File: src/rtl/board_io_ctrl.sv
// board_io_ctrl: conditions raw board inputs (two-flop synchroniser, per-channel
// debounce, one-cycle rise/fall pulses) and drives LEDs in off, direct, blink or
// PWM-dim mode from a shared free-running timebase.
module board_io_ctrl #(
    parameter int NUM_IN            = 8,
    parameter int NUM_LED           = 4,
    parameter int DEBOUNCE_CYCLES   = 500000,
    parameter int BLINK_HALF_CYCLES = 12500000,
    parameter int PWM_BITS          = 8
) (
    input  logic                         clk,
    input  logic                         rst_n,
    input  logic [NUM_IN-1:0]            pin_in,
    output logic [NUM_IN-1:0]            in_level,
    output logic [NUM_IN-1:0]            in_rise,
    output logic [NUM_IN-1:0]            in_fall,
    input  logic [NUM_LED-1:0]           led_in,
    input  logic [2*NUM_LED-1:0]         led_mode,
    input  logic [PWM_BITS*NUM_LED-1:0]  led_duty,
    output logic [NUM_LED-1:0]           led_out
);

    // Debounce counter only ever needs to reach DEBOUNCE_CYCLES-1.
    localparam int              DB_W    = $clog2(DEBOUNCE_CYCLES + 1);
    localparam logic [DB_W-1:0] DB_LAST = DB_W'(DEBOUNCE_CYCLES - 1);

    // Blink prescaler counts 0..BLINK_HALF_CYCLES-1; keep at least one bit so
    // a half-period of one cycle still yields a legal vector.
    localparam int              BL_W    = (BLINK_HALF_CYCLES > 1) ? $clog2(BLINK_HALF_CYCLES) : 1;
    localparam logic [BL_W-1:0] BL_LAST = BL_W'(BLINK_HALF_CYCLES - 1);

    typedef enum logic [1:0] {
        MODE_OFF    = 2'b00,
        MODE_DIRECT = 2'b01,
        MODE_BLINK  = 2'b10,
        MODE_PWM    = 2'b11
    } led_mode_t;

    logic [NUM_IN-1:0]   sync_meta;
    logic [NUM_IN-1:0]   sync_q;
    logic [DB_W-1:0]     db_cnt      [NUM_IN];
    logic [DB_W-1:0]     db_cnt_next [NUM_IN];
    logic [NUM_IN-1:0]   level_next;

    logic [PWM_BITS-1:0] pwm_cnt;
    logic [BL_W-1:0]     blink_cnt;
    logic                blink_phase;
    logic [NUM_LED-1:0]  led_next;

    // Two-flop synchroniser per input pin, nothing between the stages.
    always_ff @(posedge clk or negedge rst_n) begin
        if (!rst_n) begin
            sync_meta <= '0;
            sync_q    <= '0;
        end else begin
            sync_meta <= pin_in;
            sync_q    <= sync_meta;
        end
    end

    // Per-channel debounce decision: count consecutive disagreeing samples and
    // adopt the new level once enough have been seen; any agreement restarts.
    always_comb begin
        level_next = in_level;
        for (int i = 0; i < NUM_IN; i++) begin
            db_cnt_next[i] = '0;
            if (sync_q[i] != in_level[i]) begin
                if (db_cnt[i] == DB_LAST) begin
                    level_next[i] = sync_q[i];
                end else begin
                    db_cnt_next[i] = db_cnt[i] + DB_W'(1);
                end
            end
        end
    end

    // Debounce state plus edge pulses, registered together so each pulse
    // lines up with the first cycle the new level is visible.
    always_ff @(posedge clk or negedge rst_n) begin
        if (!rst_n) begin
            for (int i = 0; i < NUM_IN; i++) begin
                db_cnt[i] <= '0;
            end
            in_level <= '0;
            in_rise  <= '0;
            in_fall  <= '0;
        end else begin
            for (int i = 0; i < NUM_IN; i++) begin
                db_cnt[i] <= db_cnt_next[i];
            end
            in_level <= level_next;
            in_rise  <= level_next & ~in_level;
            in_fall  <= ~level_next & in_level;
        end
    end

    // Shared LED timebase: free-running PWM counter and blink prescaler whose
    // wrap toggles the blink phase. Never disturbed by mode or duty changes.
    always_ff @(posedge clk or negedge rst_n) begin
        if (!rst_n) begin
            pwm_cnt     <= '0;
            blink_cnt   <= '0;
            blink_phase <= 1'b0;
        end else begin
            pwm_cnt <= pwm_cnt + PWM_BITS'(1);
            if (blink_cnt == BL_LAST) begin
                blink_cnt   <= '0;
                blink_phase <= ~blink_phase;
            end else begin
                blink_cnt <= blink_cnt + BL_W'(1);
            end
        end
    end

    // Per-LED output selection from mode, data bit, blink phase and duty.
    always_comb begin
        led_next = '0;
        for (int i = 0; i < NUM_LED; i++) begin
            case (led_mode_t'(led_mode[2*i +: 2]))
                MODE_OFF:    led_next[i] = 1'b0;
                MODE_DIRECT: led_next[i] = led_in[i];
                MODE_BLINK:  led_next[i] = led_in[i] & blink_phase;
                MODE_PWM:    led_next[i] = (pwm_cnt < led_duty[PWM_BITS*i +: PWM_BITS]);
                default:     led_next[i] = 1'b0;
            endcase
        end
    end

    // Registered LED drive so pins never see combinational glitches.
    always_ff @(posedge clk or negedge rst_n) begin
        if (!rst_n) begin
            led_out <= '0;
        end else begin
            led_out <= led_next;
        end
    end

endmodule

File: config.mk
export PLATFORM = sky130hd
export DESIGN_NAME = board_io_ctrl
export DESIGN_NICKNAME = d
export VERILOG_FILES = /design/src/rtl/board_io_ctrl.sv
export SDC_FILE = /design/constraint.sdc
export NUM_CORES = 1
export LEC_CHECK = 0
export CORE_MARGIN = 2
export CORE_UTILIZATION = 59
export CTS_CLUSTER_DIAMETER = 80
export DETAILED_ROUTE_END_ITERATION = 12
export PLACE_DENSITY_LB_ADDON = 0.2
export RECOVER_POWER = 50
export SETUP_SLACK_MARGIN = 0.1
export SLEW_MARGIN = 10
export SYNTH_ARGS = -nofsm -noshare
export SYNTH_HDL_FRONTEND = slang
export SYNTH_SLANG_ARGS = --single-unit
File: constraint.sdc
create_clock -name clk -period 2.6 [get_ports clk]
set_input_delay 0.39 -clock clk [delete_from_list [all_inputs] [get_ports clk]]
set_output_delay 0.39 -clock clk [all_outputs]
set_load 0.05 [all_outputs]
* After elaboration in Yosys (flattened, before gate mapping) *
Index checks and enable logic that the tools add are counted.
W data, S select, Z words.

word-level totals
  bits in registers = 229
  bits of input ports = 54
  output and inout bits = 28
  word-level logic and storage cells = 110

cells by class
  add/sub/neg operators = 10
  order comparisons = 4
  equal/unequal tests = 29
  muxes and demuxes = 37
  bitwise logic cells = 9
  reduce and logical (&&, ||, !) cells = 4

operator list
  operator                 number
  $mux W19                 16
  $add A19 B1 Y19 const B  8
  $eq A19 B19 Y1 const B   8
  $lt A8 B8 Y1             4
  $add A24 B1 Y24 const B  1
  $eq A24 B24 Y1 const B   1
  $mux W24                 1
  $and A8 B8 Y8            2
  $eq A2 B2 Y1 const B     8
  $mux W1                  16
  $not A8 Y8               2
  $pmux W1 S4              4
  $add A8 B1 Y8 const B    1
  $eq A2 B1 Y1 const B     4
  $logic_not A2 Y1         4
  $ne A1 B1 Y1             8
  $and A1 B1 Y1            4
  $not A1 Y1               1

* Logic depth before layout (Yosys ltp) *
Gate-level depths: netlist of run 1.

  word-level depth = 5
  depth in mapped cells = 8

* Worst setup path before layout of run 1 *
OpenSTA, ideal clock, no wires.

  path kind = register to register
  start point = reg db_cnt[19] (netlist bit)
  end point = reg db_cnt[28] (netlist bit)
  library setup time = 0.119 ns
  arrival = 1.706 ns
  data required time = 2.481 ns
  path slack = 0.776 ns
  cell stages (with the launch flop) = 9
  buffers on the path = 2
  cells stage by stage = dfrtp_1 > ha_1 > and4_1 > nand2_1 > or3_1 > clkbuf_1 > nand2_2 > buf_6 > nor2_1

RTL lines
  what                             RTL line  text
  start, declared                  41        logic [DB_W-1:0] db_cnt [NUM_IN];
  start signal, assigned by index  89        db_cnt[i] <= db_cnt_next[i];

* Worst setup path after layout of run 1 *
  start point = reg in_level[5]
  end point = out in_level[5]

RTL lines
  what                    RTL line  text
  start, declared         14        output logic [NUM_IN-1:0] in_level,
  start signal, assigned  91        in_level <= level_next;

No word-level cell between the ends.

==> qor.txt, run 1 <==
ANT nets after route - 0
Sw Share - 0.207
Synth top area cells - dfrtp_1 53%, xor2_1 8.9%, nor2_1 6.8%, xnor2_1 4.9%, ha_1 4.4%
P_int - 6130 uW
Final Power - 7720 uW
First-pass iteration count of the detailed router - 5
Initial antenna violation count - 1
Total negative slack - 0 ps
CP arrival - 1830 ps
Max Slew Vio Count - 70
Drt initial violations - 350
Core footprint - 18000 um2
Power share of the combinational group - 0.043
Synth Register Bits - 229
Worst Tran Pin Value - 1810 ps
Setup slack, reg-to-reg - 430 ps
Slowest-stage cell, CP - clkdlybuf4s50_1
Post-synth EDFFs - 0
Async set-reset flop share out of synthesis - 1.00
Area leader, netlist - dfrtp_1
DRC - 0
H-Tree Depth - 1
Final clock skew - 5.97 ps
Setup WS pre-CTS - 528 ps
CTS tree - built
Critical Path RT - 2210 ps
Final Hold Viols - 0
Vias in the first global route - 7903
Setup Viol. Count Final - 0
Top cell type's share of synthesized area - 0.527
P_sw - 1600 uW
Post-DP HPWL - 13400 um
Status - finished with violations
Top_reg_cell synth - dfrtp_1
CTS clk-pin slew, worst paths - 60 ps
Clock power frac - 0.483
CTS Root Cell - clkbuf_16
Num CTS Buffers - 24
IO Pins - 82
Kind of critical path - flip-flop to output pin
Nets - 1260
Max cap viols - 1
Chip Width - 140 um
Die area - 19500 um2
Num Clock Sinks - 229
Initial Util - 0.603
Final Worst Setup Slack - 382 ps
Yosys warning total - 0
Leading cell type in the layout, fill and taps excluded - dfrtp_1
Buf/Inv on CP - 1
Worst VDD drop - 0.565 mV
Overflow after GRT - 0
CTS max path bufs - 3
Hold crit path type - flip-flop to flip-flop
First-pass GRT wire length - 35700 um
Syn_nets - 1158
Share of post-route cells with drive strength above 1 - 0.0540
RSZ-0062 raised after global routing - false
Drt via density - 5.46
Total track usage - 0.215
Most frequent cells in the layout - 229 x dfrtp_1, 198 x nor2_1, 110 x xor2_1
Failing checks - capacitance limit, slew limit
Worst path max stage delay - 890 ps
Via count - 7734
Count of different cell masters after synthesis - 42
Crit. End Element - output pin
Mapped Area - 10900 um2
F_max - 0.451 GHz
Clock Latency Late Sink - 510 ps
Number of cell rows - 49
Top cell family by delay on the critical path - buffers and inverters
DRT Wirelength - 20000 um
PwrDens - 601 nW/um2
Placer's final routability congestion estimate - 0.834
Largest net degree at the start of global routing - 73
Reg power frac - 0.474
Critical Path Fanout Max - 5
Die Y - 140 um
CTS resizes - 0
Synth Instances - 1066
Worst path cell trace - clkdlybuf4s50_1
Startpoint type of the worst setup path - flip-flop
DR WL/cell - 14.2 um
Area delta synth->final - 18.2%
Leakage - 0.00580 uW
Minimum clock period - 2220 ps
Slew HR - -0.209
Final worst path period share - 0.853
Register area share after synthesis - 0.527
Syn avg cell area - 10.2 um2
IO Port Bufs - 81
## state kept, by name (all words and copies together) (netlist names)
register / count
pwm_cnt: 8
sync_meta: 8
blink_cnt: 24
in_level: 8
in_rise: 8
db_cnt: 152
blink_phase: 1
sync_q: 8
led_out: 4
in_fall: 8
## worst paths after layout
check,from,endpoint,cells after the start
setup / recovery,in_level[5],in_level[5],1
hold / removal,sync_meta[0],sync_q[0],0
setup reg to reg,db_cnt[38],db_cnt[42],6
hold reg to reg,sync_meta[0],sync_q[0],0
max in group asynchronous,rst_n,db_cnt[61],3
min in group asynchronous,rst_n,db_cnt[97],2
## repair_timing
item / CTS / global route
endpoints found under the setup margin: 0 / 0
endpoints found under the hold margin: 69 / 0
hold buffers: 1 / 0
setup buffers: 0 / 0
## cell families (layout without fill, tap and decap cells)
| group | count (synthesis) | after routing | synth area share |
|---|---|---|---|
| compound gates | 34 | 34 | 0.0194 |
| xor+xnor | 171 | 171 | 0.138 |
| fa+ha+maj | 38 | 38 | 0.0437 |
| buf+inv | 60 | 180 | 0.0239 |
| flops | 229 | 229 | 0.527 |
| mux | 9 | 9 | 0.00921 |
| other cells | 0 | 1 | 0 |
| simple gates | 525 | 525 | 0.239 |
## per-layer routing
layer / global-route usage / wire, um
met1: 0.296 / 9280
met2: 0.357 / 9550
met3: 0.0354 / 762
met5: 0 / 0
met4: 0.0589 / 446
## synthesized netlist by cell type (7+ instances only)
| cell | instances |
|---|---|
| nand2_1 | 82 |
| o21ai_0 | 8 |
| nor2_1 | 198 |
| inv_1 | 47 |
| ha_1 | 38 |
| a21oi_1 | 12 |
| nand4_1 | 59 |
| nor4_1 | 15 |
| nor3b_1 | 16 |
| nand3_1 | 66 |
| mux2_2 | 7 |
| xor2_1 | 110 |
| nor3_1 | 17 |
| and3_1 | 27 |
| xnor2_1 | 61 |
| nor4b_1 | 7 |
| and4_1 | 11 |
| dfrtp_1 | 229 |
## final cells by class
class                   instances  area, um2
diodes                          1       2.50
clock buffers                  36        707
clock inverters                 8        165
fillers                      1334       5170
inverters                      47        176
multi-input cells             777       4880
flip-flops and latches        229       5730
well taps                     229        287
repair buffers                 89        906
## stage by stage
| step | utilization | cells | hold WS, ps | cell area, um2 |
|---|---|---|---|---|
| 5_1_grt | 0.713 | 1415 | 352 | 12900 |
| 3_3_place_gp | 0.665 | 1370 | 333 | 12000 |
| 2_1_floorplan | - | 1066 | 94.4 | 10900 |
| 4_1_cts | 0.714 | 1415 | 300 | 12900 |
| 3_5_place_dp | 0.665 | 1370 | 335 | 12000 |
| 6_report | 0.713 | 1416 | 346 | 12900 |
## power by group through the flow
stage	sequential, uW	clock (uW)	combinational (uW)
after floorplan	3730	0	127
after global placement	3720	0	338
final	3660	3730	334
after global routing	3660	3960	383
after detailed placement	3720	0	342
after CTS	3660	3810	347
Note: power is estimated with default switching activity, not from simulation.
==> run 2: changes to the inputs <==
- ABC_CLOCK_PERIOD_IN_PS: not set -> 2600
==> results of run 2 <==
The final DEF is identical to that of run 1; final timing and power are the same.
==> run 3: changes to the inputs <==
- ABC_AREA: not set -> 1
- CTS_CLUSTER_SIZE: not set -> 20
==> run 3 against run 2 <==
Net effect: the flow still finishes with violations (capacitance limit, slew limit); clock skew grew 15 ps; sequential power about the same; combinational power increased by 13%; register-to-register slack improved by 400 ps; clock power decreased by 36%; flip-flop and latch count stayed put; synthesized cell count is 60% higher; fmax increased by 2.3%; first-iteration DRC count grew 44%.
==> qor.txt, run 3 <==
Leakage - 0.00627 uW (was 0.00580 uW)
Post-synth EDFFs - 0 (unchanged)
Final Power - 6400 uW (was 7720 uW)
Drt via density - 5.16 (was 5.46)
Area after DPL - 14100 um2 (was 12000 um2)
GR Layer Usage met2 - 0.421 (was 0.357)
Most frequent cells in the layout - 410 x nor2_1, 373 x nand2_1, 229 x dfrtp_1 (was 229 x dfrtp_1, 198 x nor2_1, 110 x xor2_1)
Top cell type's share of synthesized area - 0.446 (was 0.527)
Synth top area cells - dfrtp_1 45%, nor2_1 12%, nand2_1 11%, inv_1 6.1%, xor2_1 4.7% (was dfrtp_1 53%, xor2_1 8.9%, nor2_1 6.8%, xnor2_1 4.9%, ha_1 4.4%)
DRT Wirelength - 26100 um (was 20000 um)
Total negative slack - 0 ps (unchanged)
Crit. End Element - output pin (unchanged)
Chip Width - 152 um (was 140 um)
Largest register FFs - 152 (unchanged)
RSZ-0062 raised after global routing - false (unchanged)
Count leader, synth - nor2_1 (was dfrtp_1)
Leading cell type in the layout, fill and taps excluded - nor2_1 (was dfrtp_1)
Final clock skew - 20.8 ps (was 5.97 ps)
Slew HR - -0.142 (was -0.209)
Area delta synth->final - 12.8% (was 18.2%)
Setup slack, reg-to-reg - 830 ps (was 430 ps)
Syn avg cell area - 7.55 um2 (was 10.2 um2)
Placer's final routability congestion estimate - 0.928 (was 0.834)
Slowest-stage cell, CP - clkdlybuf4s50_1 (unchanged)
Total track usage - 0.240 (was 0.215)
Met1 Track Usage GR - 0.321 (was 0.296)
Die Y - 152 um (was 140 um)
Met3 GRT Util - 0.0302 (was 0.0354)
Max Slew Vio Count - 66 (was 70)
Post-DP HPWL - 19700 um (was 13400 um)
Die area - 23000 um2 (was 19500 um2)
Initial antenna violation count - 0 (was 1)
Largest register by flop count - db_cnt (unchanged)
ANT nets after route - 0 (unchanged)
Share of post-route cells with drive strength above 1 - 0.0649 (was 0.0540)
Synth Register Bits - 229 (unchanged)
Ant. Diodes - 0 (was 1)
CTS max path bufs - 3 (unchanged)
First-pass iteration count of the detailed router - 5 (unchanged)
Overflow after GRT - 0 (unchanged)
CTS tree - built (unchanged)
CTS Root Cell - clkbuf_16 (unchanged)
H-Tree Depth - 1 (unchanged)
Count of different cell masters after synthesis - 36 (was 42)
Yosys warning total - 0 (unchanged)
Final Hold Viols - 0 (unchanged)
Async set-reset flop share out of synthesis - 1.00 (unchanged)
Buf/Inv on CP - 1 (unchanged)
Minimum clock period - 2170 ps (was 2220 ps)
Core footprint - 21200 um2 (was 18000 um2)
Worst path max stage delay - 840 ps (was 890 ps)
Register area share after synthesis - 0.446 (was 0.527)
Top cell family by delay on the critical path - buffers and inverters (unchanged)
Hold crit path type - flip-flop to flip-flop (unchanged)
First-pass GRT wire length - 45900 um (was 35700 um)
Finished Cell Area - 14500 um2 (was 12900 um2)
F_max - 0.461 GHz (was 0.451 GHz)
Status - finished with violations (unchanged)
Setup WS pre-CTS - 848 ps (was 528 ps)
Top_reg_cell synth - dfrtp_1 (unchanged)
Clock Latency Late Sink - 490 ps (was 510 ps)
Biggest regs - db_cnt (152), blink_cnt (24) (unchanged)
Post-synth top cells - 407 x nor2_1, 372 x nand2_1, 229 x dfrtp_1 (was 229 x dfrtp_1, 198 x nor2_1, 110 x xor2_1)
PwrDens - 442 nW/um2 (was 601 nW/um2)
Vias in the first global route - 10433 (was 7903)
Mapped Area - 12800 um2 (was 10900 um2)
Startpoint type of the worst setup path - flip-flop (unchanged)
Critical Path RT - 2210 ps (about the same)
Top Usage Layer GRT - met2 (unchanged)
CTS clk-pin slew, worst paths - 80 ps (was 60 ps)
Max cap viols - 1 (unchanged)
Filler cell count - 1821 (was 1334)
IO Port Bufs - 81 (unchanged)
Worst Tran Pin Value - 1710 ps (was 1810 ps)
DR WL/cell - 12.6 um (was 14.2 um)
Syn_nets - 1794 (was 1158)
Drt initial violations - 505 (was 350)
Final Worst Setup Slack - 433 ps (was 382 ps)
Initial Util - 0.605 (was 0.603)
Via count - 10721 (was 7734)
Number of cell rows - 53 (was 49)
Worst VDD drop - 0.495 mV (was 0.565 mV)
IO Pins - 82 (unchanged)
Synth Instances - 1702 (was 1066)
Worst path cell trace - clkdlybuf4s50_1 (unchanged)
Kind of critical path - flip-flop to output pin (unchanged)
Final worst path period share - 0.834 (was 0.853)
Setup Viol. Count Final - 0 (unchanged)
CP arrival - 1780 ps (was 1830 ps)
Num CTS Buffers - 15 (was 24)
DRC - 0 (unchanged)
Num Clock Sinks - 229 (unchanged)
Failing checks - capacitance limit, slew limit (unchanged)
Area leader, netlist - dfrtp_1 (unchanged)
Critical Path Fanout Max - 5 (unchanged)
Nets - 1892 (was 1260)
Largest net degree at the start of global routing - 70 (was 73)
CTS resizes - 0 (unchanged)
[run 3: repair_timing]
action	in CTS	in global routing
hold buffers	1	0
buffers inserted	0	0
endpoints found under the hold margin	65	0
[run 3: worst paths after layout]
| kind | end | from | cells after the start |
|---|---|---|---|
| min in group asynchronous | db_cnt[51] | rst_n | 2 |
| setup / recovery | in_level[3] | in_level[3] | 1 |
| setup reg to reg | db_cnt[100] | in_level[2] | 6 |
| hold reg to reg | sync_q[4] | sync_meta[4] | 0 |
| hold / removal | sync_q[4] | sync_meta[4] | 0 |
| max in group asynchronous | blink_cnt[23] | rst_n | 3 |
[run 3: cell families after synthesis]
group                      after synthesis  share of synthesized area
xor gates and xnor gates                83                     0.0572
adders and majority gates               38                     0.0370
buffers and inverters                  224                     0.0663
AOI/OAI and AO/OA                       60                     0.0257
DFF                                    229                      0.446
and+or+nand+nor                       1068                      0.368
[run 3: worst reg2reg max path, delay by kind of cell (launching register included)]
kind	cells	cell delay (ps)
simple gates	4	950
flops	1	420
buf+inv	2	290
[run 3: power breakdown]
part	switching, uW	internal, uW
sequential	40.4	3600
combinational	225	150
clock	1170	1210
total	1430	4960
[run 3: stage by stage]
stage / hold slack [ps] / cells / util
finish: 351 / 2078 / 0.683
global route: 363 / 2078 / 0.683
CTS: 315 / 2078 / 0.684
detailed placement: 335 / 2057 / 0.662
global placement: 333 / 2057 / 0.662
floorplan: 94.4 / 1702 / -
[run 3: cell type report]
class | count | area, um2 | share of cell area
inverters | 216 | 813 | 0.0561
clock inverters | 3 | 43.8 | 0.00302
repair buffers | 89 | 902 | 0.0623
clock buffers | 17 | 403 | 0.0278
flip-flops and latches | 229 | 5730 | 0.396
multi-input cells | 1249 | 6250 | 0.432
well taps | 275 | 344 | 0.0237
[run 3: metal layers]
| layer | share of wire | routed length, um | vias to the layer above |
|---|---|---|---|
| li1 | - | - | 5513 |
| met1 | 0.46 | 12100 | 4972 |
| met2 | 0.48 | 12500 | 213 |
| met3 | 0.041 | 1080 | 23 |
| met4 | 0.016 | 407 | 0 |
| met5 | 0 | 0 | - |
